[src/rtl/pf_pkg.sv]
// Shared types and helpers for the parity-flag checker.
package pf_pkg;

  localparam int PF_DATA_W = 6;

  typedef enum logic {
    RUN  = 1'b0,
    LOCK = 1'b1
  } pf_chk_state_t;

  // Callers zero-extend their data word; leading zeros do not change parity.
  function automatic logic pf_expected(input logic [63:0] data, input logic odd);
    return odd ? (^data) : (~^data);
  endfunction

endpackage

[src/rtl/pf_chk_stage.sv]
// One-entry registered valid/ready stage carrying {Dato, PF_err}; 1-cycle latency.
// Holds its contents while out_valid & ~out_ready; the caller gates loads with in_ready.
module pf_chk_stage
  import pf_pkg::*;
#(
  parameter int DATA_W = PF_DATA_W
) (
  input  logic              CLK,
  input  logic              RST_N,
  input  logic              load,
  input  logic [DATA_W-1:0] din,
  input  logic              err_in,
  input  logic              out_ready,
  output logic              out_valid,
  output logic [DATA_W-1:0] Dato_out,
  output logic              PF_err
);

  always_ff @(posedge CLK or negedge RST_N) begin
    if (!RST_N) begin
      out_valid <= 1'b0;
      Dato_out  <= '0;
      PF_err    <= 1'b0;
    end else if (load) begin
      out_valid <= 1'b1;
      Dato_out  <= din;
      PF_err    <= err_in;
    end else if (out_ready) begin
      out_valid <= 1'b0;
    end
  end

endmodule

[config.mk]
export PLATFORM = sky130hd
export DESIGN_NAME = pf_chk_stage
export DESIGN_NICKNAME = d
export VERILOG_FILES = /design/src/rtl/pf_pkg.sv /design/src/rtl/pf_chk_stage.sv
export SDC_FILE = /design/constraint.sdc
export NUM_CORES = 1
export LEC_CHECK = 0
export CORE_AREA = 2 2 39 41
export CTS_BUF_LIST = sky130_fd_sc_hd__clkbuf_8
export DETAILED_ROUTE_END_ITERATION = 8
export DIE_AREA = 0 0 41 43
export DONT_BUFFER_PORTS = 1
export HOLD_SLACK_MARGIN = 0.1
export PLACE_DENSITY_LB_ADDON = 0.25
export RECOVER_POWER = 25
export REMOVE_ABC_BUFFERS = 1
export SETUP_SLACK_MARGIN = 0.5
export SLEW_MARGIN = 20
export SYNTH_ARGS = -nofsm -noshare
export SYNTH_HDL_FRONTEND = slang
export SYNTH_SLANG_ARGS = --single-unit
[constraint.sdc]
create_clock -name CLK -period 0.8 [get_ports CLK]
set_input_delay 0.16 -clock CLK [delete_from_list [all_inputs] [get_ports CLK]]
set_output_delay 0.16 -clock CLK [all_outputs]
set_load 0.02 [all_outputs]
# Word level (Yosys, flattened, before mapping)
# Cells that the tools add are included.
[word_totals]
word_cells = 6
reg_bits = 8
output_inout_bits = 8
inputBits = 11
[classes]
reduce_logical = 1
mux = 2
[op_table]
columns = ["operator", "count"]
rows = [
  ["$mux W1", 2],
  ["$reduce_bool A2 Y1", 1],
]

# Longest topological paths before layout
# Gate-level depths: netlist of run 1.
[depth]
ltp_word = 2
mapped_depth = 2
depth_no_buf = 2

# Worst setup path before layout of run 1
# Ideal clock, no wire load.
[synth_path]
path_kind = "register to register"
startpoint = "register, netlist name Dato_out[0]"
endpoint = "register Dato_out[0]"
path_buffers = 0
setup_slack_ps = -35
setup_time_ps = 125
synth_period_minus_slack_ps = 835
required_ps = 675
arrival_ps = 710
path_stages_with_launch = 2
cell_sequence = "dfrtp_1 > mux2_4"
[synth_rtl]
columns = ["element", "line", "source"]
rows = [
  ["to (signal assigned)", "pf_chk_stage.sv:26", "Dato_out <= din;"],
  ["to (decl)", "pf_chk_stage.sv:15", "output logic [DATA_W-1:0] Dato_out,"],
]

# Worst setup path in the final report of run 1
[layout_path]
startpoint = "register Dato_out[4]"
endpoint = "output Dato_out[4]"
# No word-level cell between the ends.

==> results of run 1 <==
[cells by family after synthesis]
family	Yosys count	synth area share [%]
buffers and inverters	2	4.56
AOI/OAI and AO/OA	1	2.66
muxes	7	31.9
DFF	8	60.8
[metal layers]
layer / wire length, um / vias to the layer above
met5: 0 / -
met4: 0 / 0
met3: 75 / 0
met2: 320 / 14
met1: 263 / 90
li1: - / 84
[per-stage QoR]
step / std cells / power [mW] / instance area (um^2) / util (%) / hold slack [ns]
finish: 46 / 1.17 / 484 / 35.0 / -0.369
global route: 46 / 1.24 / 484 / 35.0 / -0.387
CTS: 45 / 1.18 / 477 / 34.4 / -0.377
detailed placement: 41 / 0.653 / 398 / 28.8 / -0.135
global placement: 41 / 0.650 / 398 / 28.8 / -0.135
floorplan: 17 / 0.582 / 318 / - / -0.136
[area by class of cell]
cell class                      instances  area share [%]
Sequential cell                         8            41.3
Clock buffer                            3            8.53
Multi-Input combinational cell          8            23.5
Timing Repair Buffer                   10            21.7
Tap cell                               16            4.13
Inverter                                1           0.775
[repair_timing]
item                                    in CTS  in global routing
pin swaps                                    1                  0
endpoints found under the setup margin      16                 16
gates resized for setup                      8                  0
setup buffers                                1                  1
gates cloned                                 0                  0
endpoints found under the hold margin       16                 16
[power groups by stage]
stage	logic [mW]	clock network [mW]	registers (mW)
2_1_floorplan	0.0623	0	0.520
3_3_place_gp	0.179	0	0.471
3_5_place_dp	0.181	0	0.472
4_1_cts	0.213	0.494	0.475
5_1_grt	0.231	0.527	0.479
6_report	0.218	0.474	0.474
[flip-flops by register name (all words and copies together), names as in the netlist]
register / cells
Dato_out: 6
PF_err: 1
out_valid: 1
[layout by cell type (no fill, tap or decap), drive strengths merged]
master / instances
buf: 10
dfrtp: 8
mux2: 7
clkbuf: 3
inv: 1
a21o: 1
[worst max path at each step]
stage	to	slack [ns]	depth (start not counted)
CTS	PF_err	-0.12	1
detailed placement	PF_err	0.03	1
finish	Dato_out[4]	-0.11	1
floorplan	Dato_out[0]	-0.03	1
global placement	Dato_out[1]	0.05	1
global route	Dato_out[0]	-0.14	1
==> results by group, run 1 <==
Run status
  – Run status: finished with violations
  – Failing checks: hold timing, setup timing

Yosys
  – Synth Register Bits: 8
  – Async SR Flop Fraction: between 90% and 100%
  – Mean area per synthesized cell: 18.3 um^2
  – Top cell type by total area after synthesis: dfrtp_1
  – Post-synthesis cell type count: 5
  – Top cells by area, synth: dfrtp_1 61%, mux2_4 32%, buf_6 3.4%
  – Most numerous cell in the Yosys netlist: dfrtp_1
  – Syn. warnings: 0
  – Share of the synthesized area in the top cell type: 60.8%
  – Ys flop type: dfrtp_1
  – Post-Syn Area: between 300 and 400 um^2
  – Post-synth EDFFs: 0
  – Commonest cells in the netlist: 8 x dfrtp_1, 7 x mux2_4, 1 x a21o_2, 1 x buf_6, 1 x inv_1
  – Sequential share of the synthesized area: 60.8%
  – Syn Inst Count: 18

Worst setup path
  – Startpoint types: flip-flop
  – Reg2Reg Launch Point: Dato_out[1]
  – Crit path capture type: output pin
  – Worst r2r dst: Dato_out[1]
  – Kind of critical path: flip-flop to output pin
  – Crit path largest cell delay: ~0.39 ns
  – Required @ worst endpoint: 0.64 ns
  – CP bufs+invs: 1
  – Depth of the most critical reg-to-reg path: 2
  – R2R setup slack: -0.08 ns
  – Setup crit start: Dato_out[4]
  – Worst path arrival time: between 0.7 and 0.8 ns
  – CP top delay family: flip-flops
  – Slowest stage cell, crit path: dfrtp_1
  – CP Max Fanout: 2
  – Critical path cell sequence: buf_6

Drt
  – Initial DRC count: 0
  – DRC Markers: 0
  – DRT antenna net count: 0
  – DR vias/cell: a little over 4
  – Drt wl/cell: 14.3 um
  – Pre-Repair DR Iteration Count: 1
  – Routed via count: 188
  – WL final: about 660 um

Die
  – Die height: 43 um
  – DIE AREA: 0.00176 mm^2
  – Core area: 0.00138 mm^2
  – Initial core utilization: 23.8%
  – IO Pins: 19
  – Site Rows: 14
  – Die Wd: ~41 um

Timing
  – Final hold viol count: 8
  – Setup Skew: 0 ns
  – Final worst slack: -0.109 ns
  – Final setup fails: 10
  – Minimum clock period: a little over 0.9 ns
  – Least-Margin Pin Slew: roughly 0.10 ns
  – Setup TNS: -0.978 ns
  – Slew headroom: 93.1%
  – Final Max Tran Viols: 0
  – Max frequency: between 1000 and 1500 MHz
  – RSZ-0062 raised after global routing: true
  – Hold WS: -0.369 ns
  – Period Utilization, post-route: 114%

Cells and area
  – # fillers: 140
  – Layout area overhead: 47.1%
  – Multi-input gate area: 114 um^2
  – Reg area: roughly 200 um^2
  – Fraction of layout cells with a size suffix above 1: a little over two thirds
  – Antenna cells: 0
  – NumNets Final: 43

Global routing
  – Vias in the first global route: roughly 240
  – Met2 GRT Util: roughly 13%
  – Total GRT Usage: ~9.3%
  – Global-route wire length before repair: roughly 1.0 mm
  – Congestion Overflow GR: 0
  – GRT met1 Usage: under 10%
  – Largest net degree at the start of global routing: 9
  – GRT Max-Usage Layer: met2
  – Antenna violations before repair: 0
  – Met3 Use GR: 5.24%

Power and ir drop
  – Pleak: ~0.24 nW
  – Clock Power Share: roughly two fifths
  – VDD IR max: 0.812 mV
  – Combinational share of power: 18.7%
  – P_sw: around 0.26 mW
  – Pwr dens: 2410 mW/mm^2
  – Sw frac: 21.9%
  – Sequential power share: 40.7%
  – Int Pwr: roughly 0.91 mW

Run
  – Max cap viols: 0

Placement
  – Dpl ws: around 0.035 ns
  – PortBufs: 0
  – Global placement routability congestion: just under 0.6

Clock tree
  – CTS tree: yes
  – Clock tree buffer depth: 2
  – Worst-Skew Late Latency: 0.22 ns
  – Clock-pin slew on the worst setup and hold paths: roughly 0.040 ns
  – Root Buffer: clkbuf_8
  – Clk sinks: 8
  – Total CTS buffers: 3
  – H-tree depth: 1

Worst hold path
  – Worst min-delay path category: primary input to async pin
No activity file was read; power rests on OpenSTA's default activity.
==> inputs of run 2 (changes only) <==
--- a/config.mk
+++ b/config.mk
@@ -5,6 +5,7 @@
 export SDC_FILE = /design/constraint.sdc
 export NUM_CORES = 1
 export LEC_CHECK = 0
+export CAP_MARGIN = 40
 export CORE_AREA = 2 2 39 41
 export CTS_BUF_LIST = sky130_fd_sc_hd__clkbuf_8
 export DETAILED_ROUTE_END_ITERATION = 8
@@ -12,7 +13,7 @@
 export DONT_BUFFER_PORTS = 1
 export HOLD_SLACK_MARGIN = 0.1
 export PLACE_DENSITY_LB_ADDON = 0.25
-export RECOVER_POWER = 25
+export RECOVER_POWER = 100
 export REMOVE_ABC_BUFFERS = 1
 export SETUP_SLACK_MARGIN = 0.5
 export SLEW_MARGIN = 20
==> results of run 2 <==
Final layout, timing and power as in run 1 (identical DEF).
